### config.mk
export PLATFORM = sky130hd
export DESIGN_NAME = alu_serial_ctrl_flat
export DESIGN_NICKNAME = d
export VERILOG_FILES = /design/src/rtl/alu_pkg.sv /design/src/rtl/alu_serial_ctrl_if.sv /design/src/rtl/alu_serial_ctrl_slice.sv /design/src/rtl/alu_serial_ctrl.sv /design/src/flat_wrapper.sv
export SDC_FILE = /design/constraint.sdc
export NUM_CORES = 1
export LEC_CHECK = 0
export ABC_AREA = 1
export BUFFER_PORTS_ARGS = -buffer_cell sky130_fd_sc_hd__buf_2
export CELL_PAD_IN_SITES_DETAIL_PLACEMENT = 1
export CELL_PAD_IN_SITES_GLOBAL_PLACEMENT = 1
export CORE_UTILIZATION = 35
export CTS_BUF_LIST = sky130_fd_sc_hd__clkbuf_4 sky130_fd_sc_hd__clkbuf_8
export CTS_CLUSTER_SIZE = 12
export DETAILED_ROUTE_END_ITERATION = 12
export PLACE_DENSITY_LB_ADDON = 0.3
export SETUP_SLACK_MARGIN = 0.05
export SKIP_CTS_REPAIR_TIMING = 1
export SLEW_MARGIN = 20
export SYNTH_ARGS = -nofsm -noshare
export SYNTH_HDL_FRONTEND = slang
export SYNTH_SLANG_ARGS = --single-unit
### constraint.sdc
create_clock -name clk -period 2.09 [get_ports clk]
set_input_delay 0.418 -clock clk [delete_from_list [all_inputs] [get_ports clk]]
set_output_delay 0.418 -clock clk [all_outputs]
set_load 0.005 [all_outputs]
### src/rtl/alu_pkg.sv
// Shared op encodings, sequencer state type and op classification for the bit-serial ALU.
package alu_pkg;

   localparam logic [2:0] OP_AND = 3'b000;
   localparam logic [2:0] OP_OR  = 3'b001;
   localparam logic [2:0] OP_ADD = 3'b010;
   localparam logic [2:0] OP_SUB = 3'b110;
   localparam logic [2:0] OP_SLT = 3'b111;

   typedef enum logic [1:0] {
      S_IDLE = 2'd0,
      S_RUN  = 2'd1,
      S_DONE = 2'd2
   } state_t;

   function automatic logic is_arith(input logic [2:0] op);
      return op[1:0] == 2'b10;
   endfunction

endpackage

### src/rtl/alu_serial_ctrl_if.sv
// Request/response bundle between an op issuer and the bit-serial ALU sequencer.
interface alu_serial_ctrl_if #(
   parameter int WIDTH = 32
);
   logic             start;
   logic [2:0]       op;
   logic [WIDTH-1:0] a;
   logic [WIDTH-1:0] b;
   logic             busy;
   logic             done;
   logic [WIDTH-1:0] result;
   logic             cout;
   logic             overflow;
   logic             zero;

   modport master (
      output start, op, a, b,
      input  busy, done, result, cout, overflow, zero
   );

   modport slave (
      input  start, op, a, b,
      output busy, done, result, cout, overflow, zero
   );
endinterface

### src/rtl/alu_serial_ctrl_slice.sv
// One-bit ALU slice: AND/OR/ADD with optional b inversion, plus a pass-through 'less' input for SLT.
module ALU1Bit (
   input  logic       a,
   input  logic       b,
   input  logic       cin,
   input  logic       less,
   input  logic [2:0] op,
   output logic       result,
   output logic       cout,
   output logic       set
);
   logic bb;
   logic sum;

   assign bb   = b ^ op[2];
   assign sum  = a ^ bb ^ cin;
   assign cout = (a & bb) | (cin & (a ^ bb));
   assign set  = sum;

   always_comb begin
      result = 1'b0;
      case (op[1:0])
         2'b00:   result = a & bb;
         2'b01:   result = a | bb;
         2'b10:   result = sum;
         default: result = less;
      endcase
   end
endmodule

### src/rtl/alu_serial_ctrl.sv
// Bit-serial WIDTH-bit ALU sequencer: streams operands LSB-first through one ALU1Bit slice.
module alu_serial_ctrl
   import alu_pkg::*;
#(
   parameter int WIDTH = 32
) (
   input  logic              clk,
   input  logic              rst_n,
   alu_serial_ctrl_if.slave  bus
);
   localparam int CNT_W = $clog2(WIDTH);
   localparam logic [CNT_W-1:0] LAST = CNT_W'(WIDTH - 1);

   state_t             state;
   logic [CNT_W-1:0]   cnt;
   logic [WIDTH-1:0]   a_sr;
   logic [WIDTH-1:0]   b_sr;
   logic [WIDTH-1:0]   res_sr;
   logic [2:0]         op_r;
   logic               carry;
   logic               cin_msb;
   logic               cout_msb;
   logic               set_msb;
   logic               s_res;
   logic               s_cout;
   logic               s_set;
   logic [WIDTH-1:0]   res_final;

   ALU1Bit u_slice (
      .a      (a_sr[0]),
      .b      (b_sr[0]),
      .cin    (carry),
      .less   (1'b0),
      .op     (op_r),
      .result (s_res),
      .cout   (s_cout),
      .set    (s_set)
   );

   // SLT folds the overflow back into the sign so the compare stays correct when a-b wraps.
   always_comb begin
      res_final = res_sr;
      if (op_r[1:0] == 2'b11)
         res_final = {{(WIDTH-1){1'b0}}, set_msb ^ cin_msb ^ cout_msb};
   end

   always_ff @(posedge clk or negedge rst_n) begin
      if (!rst_n) begin
         state        <= S_IDLE;
         cnt          <= '0;
         a_sr         <= '0;
         b_sr         <= '0;
         res_sr       <= '0;
         op_r         <= '0;
         carry        <= 1'b0;
         cin_msb      <= 1'b0;
         cout_msb     <= 1'b0;
         set_msb      <= 1'b0;
         bus.busy     <= 1'b0;
         bus.done     <= 1'b0;
         bus.result   <= '0;
         bus.cout     <= 1'b0;
         bus.overflow <= 1'b0;
         bus.zero     <= 1'b1;
      end else begin
         case (state)
            S_IDLE: begin
               bus.done <= 1'b0;
               if (bus.start) begin
                  a_sr     <= bus.a;
                  b_sr     <= bus.b;
                  op_r     <= bus.op;
                  carry    <= bus.op[2];
                  cnt      <= '0;
                  bus.busy <= 1'b1;
                  state    <= S_RUN;
               end
            end
            S_RUN: begin
               carry  <= s_cout;
               a_sr   <= a_sr >> 1;
               b_sr   <= b_sr >> 1;
               res_sr <= {s_res, res_sr[WIDTH-1:1]};
               cnt    <= cnt + CNT_W'(1);
               if (cnt == LAST) begin
                  cin_msb  <= carry;
                  cout_msb <= s_cout;
                  set_msb  <= s_set;
                  bus.busy <= 1'b0;
                  state    <= S_DONE;
               end
            end
            S_DONE: begin
               bus.done     <= 1'b1;
               bus.result   <= res_final;
               bus.zero     <= (res_final == '0);
               bus.cout     <= is_arith(op_r) ? cout_msb : 1'b0;
               bus.overflow <= is_arith(op_r) ? (cin_msb ^ cout_msb) : 1'b0;
               state        <= S_IDLE;
            end
            default: state <= S_IDLE;
         endcase
      end
   end
endmodule

### src/flat_wrapper.sv
// flat-port wrapper written by rule: the top's interface ports become plain ports
module alu_serial_ctrl_flat import alu_pkg::*;
#(
   parameter int WIDTH = 32
)
  (clk, rst_n, bus_start, bus_op, bus_a, bus_b, bus_busy, bus_done, bus_result, bus_cout, bus_overflow, bus_zero);
  alu_serial_ctrl_if #(.WIDTH(WIDTH)) bus_i ();
  input  logic clk;
  input  logic rst_n;
  input wire logic [$bits(bus_i.start)-1:0] bus_start;
  input wire logic [$bits(bus_i.op)-1:0] bus_op;
  input wire logic [$bits(bus_i.a)-1:0] bus_a;
  input wire logic [$bits(bus_i.b)-1:0] bus_b;
  output wire logic [$bits(bus_i.busy)-1:0] bus_busy;
  output wire logic [$bits(bus_i.done)-1:0] bus_done;
  output wire logic [$bits(bus_i.result)-1:0] bus_result;
  output wire logic [$bits(bus_i.cout)-1:0] bus_cout;
  output wire logic [$bits(bus_i.overflow)-1:0] bus_overflow;
  output wire logic [$bits(bus_i.zero)-1:0] bus_zero;
  assign bus_i.start = bus_start;
  assign bus_i.op = bus_op;
  assign bus_i.a = bus_a;
  assign bus_i.b = bus_b;
  assign bus_busy = bus_i.busy;
  assign bus_done = bus_i.done;
  assign bus_result = bus_i.result;
  assign bus_cout = bus_i.cout;
  assign bus_overflow = bus_i.overflow;
  assign bus_zero = bus_i.zero;
  alu_serial_ctrl #(.WIDTH(WIDTH)) u_core (.clk(clk), .rst_n(rst_n), .bus(bus_i));
endmodule
==> results of run 1 <==
## cells by family (layout without fill, tap and decap cells)
group,Yosys count,after routing,share of synthesized area [%]
XOR/XNOR,3,3,0.418
buffers and inverters,124,231,8.21
AND/OR/NAND/NOR,208,208,12.9
AO/OA/AOI/OAI,194,194,18.8
flip-flops,147,147,58.5
adder cells (fa/ha/maj),5,5,1.11
## metal layers
metal | GRT usage [%] | share of wire [%] | vias up
li1 | - | - | 2451
met2 | 30.2 | 49 | 96
met3 | 3.95 | 3.2 | 20
met1 | 22.6 | 47 | 2425
met5 | 0 | 0 | -
met4 | 6.67 | 1.7 | 0
## Yosys cell counts (all sizes together), types with 2 or more instances
cell type / number / area [µm²]
xnor2: 2 / 17.5
nand3: 5 / 25.0
o221ai: 24 / 210
o22ai: 8 / 50.1
nand2: 168 / 643
o31ai: 30 / 225
ha: 4 / 50.1
inv: 82 / 308
buf: 29 / 160
clkbuf: 13 / 48.8
o211ai: 13 / 97.6
dfrtp: 146 / 3650
o21ai: 97 / 485
a21oi: 20 / 100
nor2: 33 / 134
## stage by stage
stage	total power (µW)	hold slack (ns)	cell area [µm²]	setup slack [ns]
finish	9700	0.174	7480	0.371
global route	10500	0.150	7480	0.203
detailed placement	7540	0.339	7060	0.336
global placement	7270	0.334	7060	0.466
CTS	9860	-0.165	7470	0.315
floorplan	6530	0.122	6290	0.547
## cells in the final DEF, fill, tap and decap left out, drive strengths merged
master and instances:
o221ai 24, a22oi 1, o31ai 30, clkinvlp 1, xnor2 2, nand3 5, o211ai 13, ha 4
nor2 33, nor3 1, nand2 168, or2 1, dlygate4sd3 1, fa 1, a22o 1, a21oi 20
clkinv 5, dfrtp 146, dfstp 1, clkbuf 24, buf 116, bufinv 2, o21ai 97, o22ai 8
inv 82, xor2 1
## state kept, by name, indices dropped and copies added, names as in the netlist, 2 cells and up
name               count
u_core.state           2
u_core.bus.result     32
u_core.a_sr           32
u_core.op_r            3
u_core.b_sr           32
u_core.cnt             5
u_core.res_sr         32
## power by group through the flow
stage	clock, µW	sequential [µW]	combinational (µW)
after global placement	0	4310	2960
after detailed placement	0	4370	3170
after floorplan	0	4210	2320
after global routing	2470	4430	3610
final	2290	4310	3110
after CTS	2360	4320	3180
## layout make-up
cell class	instances	area, µm²
multi-input cells	410	2100
repair buffers	117	697
fillers	2065	9940
inverters	82	308
clock inverters	8	100
flip-flops and latches	147	3680
clock buffers	24	312
well taps	225	282
## worst min-delay path by stage
stage          startpoint              endpoint  slack [ns]  cells past startpoint
2_1_floorplan       rst_n        u_core.a_sr[0]        0.12                      0
3_3_place_gp        rst_n  u_core.bus.result[4]        0.33                      1
3_5_place_dp        rst_n      u_core.res_sr[5]        0.34                      1
4_1_cts             rst_n        u_core.op_r[0]       -0.16                      1
5_1_grt         bus_op[1]        u_core.op_r[1]        0.15                      3
6_report        bus_a[22]       u_core.a_sr[22]        0.17                      3
## worst register-to-register path, stage by stage, from the launching register on
cell and delay (ns):
dfrtp_1 0.42, inv_2 0.09, nor2_2 0.04, inv_2 0.75
o21ai_0 0.27
==> flow_summary.json, run 1 <==
{
  "status": "complete, no violations",
  "timing.rr.end": "u_core.bus.result[0]",
  "placed_cells": 980,
  "final_util_pct": 42.9,
  "worstSetupStartpointType": "register",
  "clock_path_buffers": 2,
  "drive_gt1_share_pct": 20.4,
  "crit_path_frequent_cell": "inv_2",
  "gp_congestion": 0.746,
  "crit_chain": "inv_2, nor2_2, inv_2, o21ai_0",
  "gr-usage-all-layers_pct": 18.0,
  "cts.reportedPaths.clkPinSlew_ns": 0.08,
  "fin_cells": 1013,
  "power_density_mw_per_mm2": 1300,
  "cts.htree.levels": 4,
  "timing.setup.tns_ns": 0,
  "required_ns": 2.39,
  "grt_pass1_vias": 5251,
  "drv_cap": 0,
  "r2r_setup_slack_ns": 0.37,
  "vias_per_cell": 4.93,
  "cp_top_family": "buffers and inverters",
  "vdd_drop_max_v": 0.000447,
  "diodes": 0,
  "p_int_uw": 6190,
  "min_period_ns": 1.72,
  "antenna_left": 0,
  "dieWidth_um": 136,
  "core_region_area_mm2": 0.0174,
  "grt_max_degree": 103,
  "finalClockSkew_ns": 0.0145,
  "sequentialPowerShare_pct": 44.4,
  "hold_class": "input port to register",
  "hold_viol": 0,
  "setup_viol_count_final": 0,
  "dieArea_mm2": 0.0185,
  "final_nets": 850,
  "vias": 4992,
  "maxSlewViolCount": 0,
  "cts_buffers": 17,
  "cp_max_fo": 67,
  "path_class": "register to register",
  "synth_fp_nets": 756,
  "clock.fmax_ghz": 0.582,
  "combPwrFrac_pct": 32.0,
  "p_sw_uw": 3510,
  "cts_sinks": 147,
  "rr_worst_depth": 4,
  "yosys_warnings": 0,
  "wl_per_cell_um": 15.1,
  "clock_power_share_pct": 23.6,
  "slew_headroom_pct": 29.8,
  "portBuffers": 106,
  "synthCells": 681,
  "avgSynthCellArea_um2": 9.24,
  "ys_ff_latch": 147,
  "initial_core_util_pct": 36.1,
  "synthFlopType": "dfrtp_1",
  "max_stage_delay_ns": 0.74,
  "rows": 48,
  "worst_slew_pin_slew_ns": 1.05,
  "fp.dieH_um": 136,
  "area_delta_synth_final_pct": 18.9,
  "crit_slowest_cell": "inv_2",
  "critPathArrivalTime_ns": 2.02,
  "p_leak_uw": 0.00367,
  "synth.distinct_cells": 30,
  "crit_cells": 4,
  "num_io_pins": 107,
  "grt_pass1_wl_mm": 25.7,
  "period_share_pct": 82.3,
  "antenna_found_initial": 0,
  "root_buffer": "clkbuf_8",
  "async_flop_share_pct": 100,
  "clk_latency_ns": 0.46,
  "synth-seq-area-share_pct": 58.5,
  "tritoncts": "yes",
  "dp_hpwl_mm": 10.4,
  "synth_edf_count": 0,
  "crit_path_start": "u_core.state[1]",
  "cp_num_buf_inv": 2,
  "critPathCapture": "u_core.bus.result[0]",
  "overflow": 0,
  "first_pass_iters": 4,
  "switching_share_pct": 36.2,
  "grt_setup_unrepaired": "no",
  "wl_mm": 15.3,
  "critPathCaptureType": "register",
  "worstReg2RegStart": "u_core.state[1]",
  "drt-initial-drc-count": 192,
  "syn-cell-area_mm2": 0.00629,
  "drc_errors": 0
}
(Power assumes the default switching activity.)
==> run 2, diff against run 1 <==
==> constraint.sdc (replaced) <==
create_clock -name clk -period 1.7 [get_ports clk]
set_input_delay 0.34 -clock clk [delete_from_list [all_inputs] [get_ports clk]]
set_output_delay 0.34 -clock clk [all_outputs]
set_load 0.005 [all_outputs]
==> run 2 against run 1 <==
Compared with the run above: clock power rose by 33%; final cell count rose by 0.59%; die area did not move; power rose by 27%; fmax rose by 7.1%; sequential share of layout area fell by 0.72 points; critical path depth rose by 1; clock-buffer cell count fell by 4; sequential cell count did not move; worst hold slack got worse by 0.067 ns; clock skew rose by 0.00070 ns; routed wire length rose by 4.9%; largest power group unchanged.
==> flow_summary.json, run 2 (synthesis results as in run 1) <==
{
  "status": "complete, no violations",
  "cts.htree.levels": 4,
  "initial_core_util_pct": 36.1,
  "min_period_ns": 1.61,
  "path_class": "register to register",
  "critPathArrivalTime_ns": 1.94,
  "root_buffer": "clkbuf_8",
  "final_common_cell": "nand2_1",
  "critPathCaptureType": "register",
  "overflow": 0,
  "layout_common_cells": "165 x nand2_1, 146 x dfrtp_1, 105 x buf_2",
  "gr-usage-all-layers_pct": 18.4,
  "n_fill_cell": 2037,
  "portBuffers": 106,
  "cts.reportedPaths.clkPinSlew_ns": 0.08,
  "place_area_mm2": 0.00711,
  "cts_buffers": 17,
  "drv_cap": 0,
  "tritoncts": "yes",
  "rows": 48,
  "setup_viol_count_final": 0,
  "fp.dieH_um": 136,
  "finalClockSkew_ns": 0.0152,
  "cts_sinks": 147,
  "gp_congestion": 0.738,
  "maxSlewViolCount": 0,
  "crit_slowest_cell": "fa_1",
  "grt_pass1_vias": 5396,
  "grt_setup_unrepaired": "yes",
  "dieArea_mm2": 0.0185,
  "clk_latency_ns": 0.45,
  "power_density_mw_per_mm2": 1630,
  "power_uw": 12400,
  "antenna_left": 0,
  "worstSetupStartpointType": "register",
  "dp_hpwl_mm": 10.6,
  "area_delta_synth_final_pct": 20.7,
  "vdd_drop_max_v": 0.000603,
  "required_ns": 2.04,
  "grt_max_degree": 103,
  "first_pass_iters": 4,
  "p_leak_uw": 0.00372,
  "num_io_pins": 107,
  "drc_errors": 0,
  "drive_gt1_share_pct": 21.2,
  "max_stage_delay_ns": 0.50,
  "core_region_area_mm2": 0.0174,
  "vias_per_cell": 5.01,
  "fin_area_mm2": 0.00759,
  "dieWidth_um": 136,
  "timing.setup.tns_ns": 0,
  "diodes": 0,
  "cp_max_fo": 2,
  "hold_class": "input port to register",
  "period_share_pct": 94.5,
  "final_nets": 856,
  "wl_mm": 16.1,
  "grt_pass1_wl_mm": 26.7,
  "worst_slew_pin_slew_ns": 0.388,
  "hold_viol": 0,
  "crit_chain": "xnor2_2, fa_1, o31ai_1, nand2_1, o21ai_0",
  "drt-initial-drc-count": 240,
  "clock_path_buffers": 2,
  "wl_per_cell_um": 15.8,
  "clock.fmax_ghz": 0.623,
  "vias": 5102,
  "antenna_found_initial": 0,
  "slew_headroom_pct": 74.1
}
## run 2: changes by cell type in the layout (fill, tap and decap cells not counted), moves of 2 or more
cell,previous run,this run
clkbuf_8,21,18
inv_6,0,3
bufinv_16,2,4
buf_4,4,8
## run 2: worst max-delay path, delay by kind of cell, from the launching register on
family | cells | cell delay, ns
DFF | 1 | 0.41
and+or+nand+nor | 1 | 0.08
AOI/OAI and AO/OA | 2 | 0.35
xor gates and xnor gates | 1 | 0.16
adders and majority gates | 1 | 0.50
## run 2: final cells by class
| type | instances | area [µm²] | area share (%) |
|---|---|---|---|
| flip-flops and latches | 147 | 3680 | 48.5 |
| multi-input cells | 410 | 2120 | 27.9 |
| repair buffers | 123 | 763 | 10.1 |
| inverters | 82 | 308 | 4.05 |
| well taps | 225 | 282 | 3.71 |
| clock buffers | 20 | 263 | 3.46 |
| clock inverters | 12 | 178 | 2.34 |
## run 2: worst paths after layout
path	depth (start not counted)	slack [ns]	startpoint	to
min in group asynchronous	2	0.34	rst_n	u_core.bus.result[4]
max	5	0.09	u_core.op_r[2]	u_core.res_sr[31]
max in group asynchronous	3	0.69	rst_n	u_core.b_sr[12]
min	3	0.11	bus_a[13]	u_core.a_sr[13]
max reg2reg	5	0.09	u_core.op_r[2]	u_core.res_sr[31]
min reg2reg	2	0.48	u_core.bus.zero	u_core.bus.zero
## run 2: power by group
part           leakage, µW  internal (µW)  total (µW)  switching, µW
clock network     0.000225           1680        3050           1370
registers          0.00189           4670        5320            651
logic              0.00160           1500        3980           2470
total              0.00372           7860       12400           4490
## run 2: metrics by stage
step	hold slack (ns)	util, %	std cells	setup WS, ns
6_report	0.106	43.6	1019	0.0941
5_1_grt	0.105	43.6	1019	0.00926
4_1_cts	-0.245	43.3	1017	-0.0458
3_5_place_dp	0.246	40.8	985	0.0314
3_3_place_gp	0.237	40.8	985	0.150
2_1_floorplan	0.0444	-	681	0.157
## run 2: routing by layer
layer	GRT usage [%]	share of wire, %
met5	0	0
met4	6.23	1.4
met3	3.65	3.6
met2	31.3	49
met1	23.2	46
